===== config.mk =====
export PLATFORM = sky130hd
export DESIGN_NAME = msrv32_alu_issue
export DESIGN_NICKNAME = d
export VERILOG_FILES = /design/src/rtl/msrv32_alu_issue.sv
export SDC_FILE = /design/constraint.sdc
export NUM_CORES = 1
export LEC_CHECK = 0
export CORE_ASPECT_RATIO = 1.2
export CORE_UTILIZATION = 30
export CTS_BUF_LIST = sky130_fd_sc_hd__clkbuf_2 sky130_fd_sc_hd__clkbuf_4 sky130_fd_sc_hd__clkbuf_8
export DETAILED_ROUTE_END_ITERATION = 6
export GPL_ROUTABILITY_DRIVEN = 0
export SLEW_MARGIN = 20
export SYNTH_ARGS = -nofsm -noshare
export SYNTH_HDL_FRONTEND = slang
export SYNTH_SLANG_ARGS = --single-unit

===== constraint.sdc =====
create_clock -name ms_riscv32_mp_clk_in -period 2.4 [get_ports ms_riscv32_mp_clk_in]
set_input_delay 0.24 -clock ms_riscv32_mp_clk_in [delete_from_list [all_inputs] [get_ports ms_riscv32_mp_clk_in]]
set_output_delay 0.24 -clock ms_riscv32_mp_clk_in [all_outputs]
set_load 0.01 [all_outputs]

===== src/rtl/msrv32_alu_issue.sv =====
// ALU issue stage: decodes OP/OP-IMM/LUI/AUIPC into ALU operands and buffers them behind a valid/ready pair.
// Define MSRV32_ALU_ISSUE_SKID_EN for the 2-entry skid buffer with a registered in_ready_out.
module msrv32_alu_issue #(
    parameter int unsigned WIDTH = 32
) (
    input  logic             ms_riscv32_mp_clk_in,
    input  logic             ms_riscv32_mp_rst_n_in,
    input  logic [31:0]      instr_in,
    input  logic [WIDTH-1:0] pc_in,
    input  logic [WIDTH-1:0] rs1_in,
    input  logic [WIDTH-1:0] rs2_in,
    input  logic             in_valid_in,
    output logic             in_ready_out,
    output logic [WIDTH-1:0] op_1_out,
    output logic [WIDTH-1:0] op_2_out,
    output logic [3:0]       opcode_out,
    output logic [4:0]       rd_addr_out,
    output logic             wr_en_out,
    output logic             illegal_out,
    output logic             out_valid_out,
    input  logic             out_ready_in
);

    localparam int unsigned PW = 2 * WIDTH + 11;

    localparam logic [6:0] OPC_OP     = 7'b0110011;
    localparam logic [6:0] OPC_OP_IMM = 7'b0010011;
    localparam logic [6:0] OPC_LUI    = 7'b0110111;
    localparam logic [6:0] OPC_AUIPC  = 7'b0010111;
    localparam logic [6:0] F7_ZERO    = 7'b0000000;
    localparam logic [6:0] F7_ALT     = 7'b0100000;
    localparam logic [3:0] ALU_ADD    = 4'b0000;

    logic [6:0]       opc;
    logic [2:0]       f3;
    logic [6:0]       f7;
    logic [4:0]       rd;
    logic             legal;
    logic [WIDTH-1:0] op1;
    logic [WIDTH-1:0] op2;
    logic [3:0]       alu_op;
    logic [PW-1:0]    dec;
    logic [PW-1:0]    main_q;
    logic             main_v;

    assign opc = instr_in[6:0];
    assign rd  = instr_in[11:7];
    assign f3  = instr_in[14:12];
    assign f7  = instr_in[31:25];

    // Instruction decode; anything unrecognised collapses to an illegal ADD 0,0.
    always_comb begin
        legal  = 1'b0;
        op1    = '0;
        op2    = '0;
        alu_op = ALU_ADD;
        case (opc)
            OPC_OP: begin
                op1    = rs1_in;
                op2    = rs2_in;
                alu_op = {instr_in[30], f3};
                legal  = (f7 == F7_ZERO) ||
                         ((f7 == F7_ALT) && ((f3 == 3'b000) || (f3 == 3'b101)));
            end
            OPC_OP_IMM: begin
                op1 = rs1_in;
                if (f3 == 3'b001) begin
                    op2    = WIDTH'(instr_in[24:20]);
                    alu_op = {1'b0, f3};
                    legal  = (f7 == F7_ZERO);
                end else if (f3 == 3'b101) begin
                    op2    = WIDTH'(instr_in[24:20]);
                    alu_op = {instr_in[30], f3};
                    legal  = (f7 == F7_ZERO) || (f7 == F7_ALT);
                end else begin
                    op2    = WIDTH'($signed(instr_in[31:20]));
                    alu_op = {1'b0, f3};
                    legal  = 1'b1;
                end
            end
            OPC_LUI: begin
                op2   = WIDTH'($signed({instr_in[31:12], 12'b0}));
                legal = 1'b1;
            end
            OPC_AUIPC: begin
                op1   = pc_in;
                op2   = WIDTH'($signed({instr_in[31:12], 12'b0}));
                legal = 1'b1;
            end
            default: legal = 1'b0;
        endcase
        if (!legal) begin
            op1    = '0;
            op2    = '0;
            alu_op = ALU_ADD;
        end
        dec = {op1, op2, alu_op, (legal ? rd : 5'd0), (legal && (rd != 5'd0)), ~legal};
    end

`ifdef MSRV32_ALU_ISSUE_SKID_EN
    logic [PW-1:0] skid_q;
    logic          skid_v;
    logic          accept;
    logic          drain;

    assign in_ready_out = ~skid_v;
    assign accept       = in_valid_in & ~skid_v;
    assign drain        = main_v & out_ready_in;

    // Main/skid pair: skid only fills when main is occupied and stalled.
    always_ff @(posedge ms_riscv32_mp_clk_in or negedge ms_riscv32_mp_rst_n_in) begin
        if (!ms_riscv32_mp_rst_n_in) begin
            main_q <= '0;
            main_v <= 1'b0;
            skid_q <= '0;
            skid_v <= 1'b0;
        end else if (skid_v) begin
            if (drain) begin
                main_q <= skid_q;
                skid_v <= 1'b0;
            end
        end else if (accept) begin
            if (!main_v || drain) begin
                main_q <= dec;
                main_v <= 1'b1;
            end else begin
                skid_q <= dec;
                skid_v <= 1'b1;
            end
        end else if (drain) begin
            main_v <= 1'b0;
        end
    end
`else
    assign in_ready_out = ~main_v | out_ready_in;

    // Single output register, refilled in the same edge it drains.
    always_ff @(posedge ms_riscv32_mp_clk_in or negedge ms_riscv32_mp_rst_n_in) begin
        if (!ms_riscv32_mp_rst_n_in) begin
            main_q <= '0;
            main_v <= 1'b0;
        end else if (in_ready_out) begin
            main_v <= in_valid_in;
            if (in_valid_in) begin
                main_q <= dec;
            end
        end
    end
`endif

    assign {op_1_out, op_2_out, opcode_out, rd_addr_out, wr_en_out, illegal_out} = main_q;
    assign out_valid_out = main_v;

endmodule


; Word level (Yosys, flattened, before mapping)
; Index checks and enable logic that the tools add are counted.
; Widths: inputs -> output; s select.
[totals]
word_cells = 37
in_bits = 132
regBits = 76
output_inout_bits = 77
[op_classes]
reduce_logical = 11
bitwise = 3
n_eq_ne = 7
muxes = 14
[ops]
columns = cell, n
row1 = $mux 32, 4
row2 = $pmux 32 s3, 1
row3 = $pmux 32 s2, 1
row4 = $eq 7x6->1 const B, 3
row5 = $eq 7x5->1 const B, 2
row6 = $mux 4, 3
row7 = $pmux 4 s2, 1
row8 = $logic_not 7->1, 1
row9 = $mux 5, 1
row10 = $reduce_bool 5->1, 1
row11 = $reduce_or 2->1, 2
row12 = $eq 3x1->1 const B, 1
row13 = $eq 3x3->1 const B, 1
row14 = $logic_not 3->1, 1
row15 = $logic_or 1x1->1, 3
row16 = $pmux 1 s3, 1
row17 = $logic_and 1x1->1, 2
row18 = $mux 1, 2
row19 = $not 1->1, 2
row20 = $reduce_and 2->1, 1
row21 = $or 1x1->1, 1

; Depth between registers and ports, before layout
; Gate-level depths: netlist of run 1.
[logic_depth]
ltp_word = 6
ltp_mapped = 7
depth_no_buf = 4

; Worst setup path before layout of run 1
; OpenSTA, ideal clock, no wires.
[synth_path]
path_type = input -> register
start = input port instr_in[25]
end = register main_q[59]
t_required_ns = 2.313
cell_stages = 6
slack_ns = 0.536
arrival_ns = 1.777
setup_time_ns = 0.087
path_buffers = 2
cell_sequence = or4_4 o41ai_2 o21ai_2 buf_6 buf_6 a211oi_2
[synth_via]
elab_chain_len = 6
word_cells_on_any_way = 9
classes_between = eq/ne (1) / mux (4) / reduce/logical (4)
[synth_lines]
columns = element, line
row1 = from (decl), 8  ; input logic [31:0] instr_in,
row2 = $eq 7x6->1 / $logic_not 7->1 (equally long branches), --
row3 = $logic_or 1x1->1, 74  ; legal = (f7 == F7_ZERO) || (f7 == F7_ALT);
row4 = $mux 1, 71  ; end else if (f3 == 3'b101) begin
row5 = $mux 1, 67  ; if (f3 == 3'b001) begin
row6 = $pmux 1 s3 *, 57  ; case (opc)
row7 = $mux 32 *, 92  ; if (!legal) begin
row8 = to (signal assigned), 140  ; main_q <= '0;
row9 = to (signal assigned), 145  ; main_q <= dec;
row10 = to (decl), 43  ; logic [PW-1:0] main_q;
; Every way passes the cells marked *; elsewhere a longest branch is shown, timed or not.
; A chain may end at the register's enable or synchronous reset.

; Final worst setup path of run 1
[layout_path]
start = input port instr_in[25]
end = register main_q[22]
; Same word-level chain as after synthesis.

==> metrics, run 1 <==
CTS Buf Count 9; CTS tree built; Setup Viol. Count Final 0; placed insts 761; number of global-route vias before repair 4107; Design Power 3.36 mW; switching part of the total 26.4%; Yosys top cell by area dfrtp_1; share of cells above drive strength 1 14.2%; Worst EP arrival 2.46 ns; NetSw 0.888 mW; worst setup margin 0.202 ns; Detail Placement HPWL 11.0 mm; GR Util All Layers 21.5%; Die Span Y 128 microns; Combinational Power Share 25.0%; dpl ws -0.239 ns; CP peak stage delay 0.62 ns; reg2reg setup slack 0.74 ns; post_cts resized 0; Congestion Overflow GR 0; Req. time, crit path 2.66 ns; Crit Path Class in2reg; Max-cap violations 0; CTS Hold Bufs 1; nets 742; clock sinks 76; DR DRC count 0; Starting Density 31.0%; Design Area, Final 0.00669 sq mm; synthesized instance count 390; Placed Area 0.00644 sq mm; Synth Area per Inst 10.1 sq um; asr flop ratio synth 100%; mapped cell area 0.00394 sq mm; Warnings, synthesis 0; post-synth top area share 48.2%; largest net degree at the start of global routing 46; R2R cell count 5; sequential area share after synthesis 48.2%; reg2reg end main_q[45]$_DFFE_PN0P_; First-pass DRT Iterations 4; postcts setup bufs 0; IO Port Bufs 208; Peak supply drop 0.215 mV; die area 0.0136 sq mm; Routed Antenna Nets 0; Worst path top cell family by delay compound AO/OA/AOI/OAI gates; routed wire length 14.6 mm; fmax 455 MHz; Area Overhead vs Synth 69.6%; row count 45; ANT cells 0; Max stage delay cell, worst path or4_4; CORE AREA 0.0127 sq mm; final period utilization 91.6%; Longest Clk Path Bufs 2; RSZ-0062 raised after global routing false; detailed-route vias per instance 5.27; worst hold-check path type in2async; Worst slew margin 53.3%; Main synth FF type dfrtp_1; Slew @ Worst Pin 0.701 ns; Leak Pwr 2.59 nW; fin. max-slew vios 0; #FFs+latches synth 76; CTS clk-pin slew, worst paths 0.08 ns; worst reg2reg startpoint out_valid_out$_DFFE_PN0N_; Clock Latency Late Sink 0.36 ns; Clk pwr share 33.7%; sequential power share 41.3%; final hold viol count 0; Synth Net Count 522; Final Skew 0.00893 ns; Int Pwr 2.48 mW; fill cell count 1204; # IOs 209; H-tree depth 3; crit-path cells clkdlybuf4s50_1 -> or4_4 -> o31ai_4 -> a211oi_4 -> buf_8 -> o31ai_1; status finished clean; Critical Path End Type flip-flop; first-pass GRT wire length 22.5 mm; initial antenna violation count 0; pwr dens 503 mW/mm^2; WL/cell 18.7 microns; largest cells by area after synthesis dfrtp_1 48%, a221oi_1 11%, o31ai_1 4.9%; via count 4103; Post-synth EDFFs 0; non-filler instance count after layout 778; number of distinct library cells after synthesis 44; Worst Path Buf+Inv 2; root buffer cell clkbuf_8; CP Max Fanout 16; Worst setup SP type primary input; Starting DRT DRC Count 223; minimum clock period 2.20 ns; Die W 107 microns; worst setup path start instr_in[25]
==> Yosys cell counts (3+ instances only) <==
library cell  instances
buf_6                 5
a32oi_1               6
nor2_1               37
buf_2                 4
a221oi_1             51
o31ai_1              26
nand4_1               8
nand2_1              47
nand3_1              15
dfrtp_1              76
inv_1                 3
o21ai_0              10
a211oi_2             15
mux2i_1               5
clkbuf_1             29
a211oi_1             17
==> how the worst max path moves through the flow <==
stage,cells after the start,end,slack (ns)
floorplan,6,main_q[59]$_DFFE_PN0P_,0.54
global placement,6,main_q[4]$_DFFE_PN0P_,-0.18
detailed placement,6,main_q[5]$_DFFE_PN0P_,-0.24
CTS,6,main_q[6]$_DFFE_PN0P_,0.17
global route,6,main_q[42]$_DFFE_PN0P_,0.09
finish,6,main_q[22]$_DFFE_PN0P_,0.20
==> state kept, by name, indices dropped and copies added, names as in the netlist <==
name / cells
out_valid_out: 1
main_q: 75
==> metal layers <==
layer  GRT usage (%)  part of all wire, %  vias to the layer above
met5               0                    0                        -
met4            6.20                  1.3                        0
met3            6.73                  8.2                       12
met2            36.7                   49                      173
met1            25.9                   42                     1973
li1                -                    -                     1945
==> cell usage in the layout, fill, tap and decap left out, types with 2 or more instances in the layout <==
cell,count
o31ai_1,26
or2_2,2
a211oi_2,14
o211ai_1,2
nand4_1,8
nor2b_1,2
nand3_1,15
dfrtp_1,76
a221oi_1,51
nor2_1,36
buf_12,5
inv_1,3
clkinv_1,2
a211oi_1,17
mux2i_1,5
a22oi_1,2
clkdlybuf4s50_1,207
nand2_1,46
a32oi_1,6
clkbuf_8,11
nor4_2,2
buf_4,36
bufinv_16,2
o21ai_0,10
==> through the flow <==
step	utilization, %	hold slack (ns)	setup TNS, ns
floorplan	-	-0.0556	0
global placement	50.6	0.210	-5.14
detailed placement	50.6	0.219	-7.62
CTS	52.4	0.367	0
global route	52.6	0.377	0
finish	52.6	0.362	0
==> power groups by stage <==
stage / Combinational (mW) / Sequential, mW / Clock (mW)
after floorplan: 0.272 / 1.45 / 0
after global placement: 0.834 / 1.41 / 0
after detailed placement: 0.840 / 1.42 / 0
after CTS: 0.844 / 1.39 / 1.17
after global routing: 0.904 / 1.40 / 1.23
final: 0.840 / 1.39 / 1.13
==> cell type report <==
cell class                      count  area, sq um  area share, %
Timing Repair Buffer              250         2470           36.9
Sequential cell                    76         1900           28.4
Multi-Input combinational cell    268         1870           27.9
Tap cell                          164          205           3.07
Clock buffer                       12          159           2.38
Clock inverter                      3         68.8           1.03
Inverter                            5         18.8          0.281
==> worst reg2reg max path, stage by stage (launching register included) <==
cell,delay [ns]
dfrtp_1,0.38
nand2b_1,0.15
nand2_2,0.28
buf_12,0.26
a221oi_1,0.37
a211oi_1,0.09
==> cells by family (layout without fill, tap and decap cells) <==
group | after synthesis | count (layout) | synth area share (%)
compound gates | 138 | 138 | 29.9
simple gates | 124 | 124 | 14.8
flops | 76 | 76 | 48.2
buf+inv | 46 | 270 | 5.55
mux | 5 | 5 | 1.27
xor+xnor | 1 | 1 | 0.222
Power figures use the tool's default switching activity.
==> run 2, diff against run 1 <==
--- a/config.mk
+++ b/config.mk
@@ -7,4 +7,5 @@
 export LEC_CHECK = 0
 export CORE_ASPECT_RATIO = 1.2
+export CORE_MARGIN = 10
 export CORE_UTILIZATION = 30
 export CTS_BUF_LIST = sky130_fd_sc_hd__clkbuf_2 sky130_fd_sc_hd__clkbuf_4 sky130_fd_sc_hd__clkbuf_8
==> constraint.sdc (replaced) <==
create_clock -name ms_riscv32_mp_clk_in -period 2.4 [get_ports ms_riscv32_mp_clk_in]
set_input_delay 0.24 -clock ms_riscv32_mp_clk_in [delete_from_list [all_inputs] [get_ports ms_riscv32_mp_clk_in]]
set_output_delay 0.24 -clock ms_riscv32_mp_clk_in [all_outputs]
set_load 0.05 [all_outputs]
==> metrics, run 2 (synthesis gave the netlist of run 1 again) <==
number of global-route vias before repair 4479 (was 4107); CP endpoint main_q[29]$_DFFE_PN0P_ (was main_q[22]$_DFFE_PN0P_); status finished clean (unchanged); Worst EP arrival 2.41 ns (was 2.46 ns); worst setup path start instr_in[25] (unchanged); Crit Path Class in2reg (unchanged); WL/cell 20.4 microns (was 18.7 microns); commonest non-fill, non-tap cells in the layout 206 x clkdlybuf4s50_1, 76 x dfrtp_1, 51 x a221oi_1 (was 207 x clkdlybuf4s50_1, 76 x dfrtp_1, 51 x a221oi_1); CTS Hold Bufs 0 (was 1); DR DRC count 0 (unchanged); Peak supply drop 0.257 mV (was 0.215 mV); RSZ-0062 raised after global routing false (unchanged); CTS tree built (unchanged); root buffer cell clkbuf_8 (unchanged); Placed Area 0.00640 sq mm (was 0.00644 sq mm); detailed-route vias per instance 5.33 (was 5.27); fin util 52.0% (was 52.6%); initial antenna violation count 1 (was 0); Die Span Y 146 microns (was 128 microns); final period utilization 89.6% (was 91.6%); IO Port Bufs 208 (unchanged); pwr dens 534 mW/mm^2 (was 503 mW/mm^2); first-pass GRT wire length 25.2 mm (was 22.5 mm); WHS 0.0134 ns (was 0.362 ns); worst reg2reg startpoint out_valid_out$_DFFE_PN0N_ (unchanged); Critical Path End Type flip-flop (unchanged); Worst setup SP type primary input (unchanged); GR Util All Layers 16.9% (was 21.5%); postcts setup bufs 0 (unchanged); via count 4145 (was 4103); H-tree depth 3 (unchanged); die area 0.0182 sq mm (was 0.0136 sq mm); Largest Register main_q (unchanged); CORE AREA 0.0128 sq mm (was 0.0127 sq mm); nets 740 (was 742); max FFs per register 75 (unchanged); R2R cell count 5 (unchanged); Setup Viol. Count Final 0 (unchanged); Die W 125 microns (was 107 microns); Routed Antenna Nets 0 (unchanged); Clock Latency Late Sink 0.36 ns (about the same); clock sinks 76 (unchanged); Design Area, Final 0.00664 sq mm (was 0.00669 sq mm); Starting Density 30.9% (was 31.0%); share of cells above drive strength 1 14.4% (was 14.2%); Max-cap violations 0 (unchanged); Req. time, crit path 2.66 ns (about the same); fin. max-slew vios 0 (unchanged); Detail Placement HPWL 12.6 mm (was 11.0 mm); Slew @ Worst Pin 0.959 ns (was 0.701 ns); final hold viol count 0 (unchanged); Leak Pwr 2.56 nW (was 2.59 nW); reg2reg end main_q[41]$_DFFE_PN0P_ (was main_q[45]$_DFFE_PN0P_); routed wire length 15.8 mm (was 14.6 mm); Starting DRT DRC Count 265 (was 223); reg2reg setup slack 0.75 ns (was 0.74 ns); minimum clock period 2.15 ns (was 2.20 ns); ANT cells 0 (unchanged); First-pass DRT Iterations 4 (unchanged); commonest non-fill, non-tap cell in the layout clkdlybuf4s50_1 (unchanged); # IOs 209 (unchanged); row count 45 (unchanged); Area Overhead vs Synth 68.4% (was 69.6%); post_cts resized 0 (unchanged); fmax 465 MHz (was 455 MHz); Worst slew margin 36.0% (was 53.3%); Final Skew 0.0121 ns (was 0.00893 ns); worst hold-check path type in2async (unchanged); Congestion Overflow GR 0 (unchanged); CP Max Fanout 15 (was 16); CTS Buf Count 9 (unchanged); Longest Clk Path Bufs 2 (unchanged); CTS clk-pin slew, worst paths 0.08 ns (about the same); largest net degree at the start of global routing 77 (was 46)
[run 2: changes by cell type in the layout (fill, tap and decap cells not counted), sizes merged]
cell / change
clkinvlp: +1
clkinv: +1
dlygate4sd3: -1
clkbuf: -1
clkdlybuf4s50: -1
[run 2: layer usage]
| layer | track usage [%] | share of wire [%] |
|---|---|---|
| met1 | 19.3 | 40 |
| met2 | 27.4 | 47 |
| met3 | 8.08 | 11 |
| met4 | 4.78 | 1.3 |
| met5 | 0 | 0.057 |
[run 2: worst min-delay path by stage]
stage,start,end,slack [ns],cells past startpoint
after global routing,ms_riscv32_mp_rst_n_in,main_q[26]$_DFFE_PN0P_,0.09,1
after detailed placement,ms_riscv32_mp_rst_n_in,main_q[26]$_DFFE_PN0P_,0.46,1
after global placement,ms_riscv32_mp_rst_n_in,main_q[25]$_DFFE_PN0P_,0.45,1
final,ms_riscv32_mp_rst_n_in,main_q[26]$_DFFE_PN0P_,0.01,1
after floorplan,ms_riscv32_mp_rst_n_in,main_q[0]$_DFFE_PN0P_,-0.06,0
after CTS,ms_riscv32_mp_rst_n_in,main_q[26]$_DFFE_PN0P_,0.05,1
[run 2: final cells by class]
class | count | area (sq um)
sequential | 76 | 1900
clock buffer | 11 | 139
clock inverter | 5 | 85.1
tap | 164 | 205
timing repair buffer | 248 | 2430
inverter | 5 | 18.8
fill | 1194 | 6140
multi-input combinational | 268 | 1860
[run 2: metrics by stage]
step | power [mW] | cells | TNS [ns] | worst slack [ns]
2_1_floorplan | 1.95 | 390 | 0 | 0.0734
3_3_place_gp | 2.47 | 760 | -2.86 | -0.127
3_5_place_dp | 2.49 | 760 | -6.72 | -0.261
4_1_cts | 3.59 | 776 | 0 | 0.135
5_1_grt | 3.72 | 777 | 0 | 0.166
6_report | 3.54 | 777 | 0 | 0.250
[run 2: power breakdown]
group | internal [mW] | switching, mW
sequential | 1.35 | 0.0370
combinational | 0.462 | 0.602
clock | 0.614 | 0.478
total | 2.43 | 1.12
[run 2: critical path, stage by stage]
cell             delay, ns
clkdlybuf4s50_1       0.43
or4_4                 0.61
o41ai_2               0.30
buf_4                 0.18
buf_4                 0.11
a211oi_4              0.07
buf_6                 0.21
o31ai_1               0.25
==> run 3, diff against run 2 <==
Settings changed: SKIP_LAST_GASP set to 1.
==> results of run 3 <==
No change in the layout: final DEF, timing and power equal those of run 2.
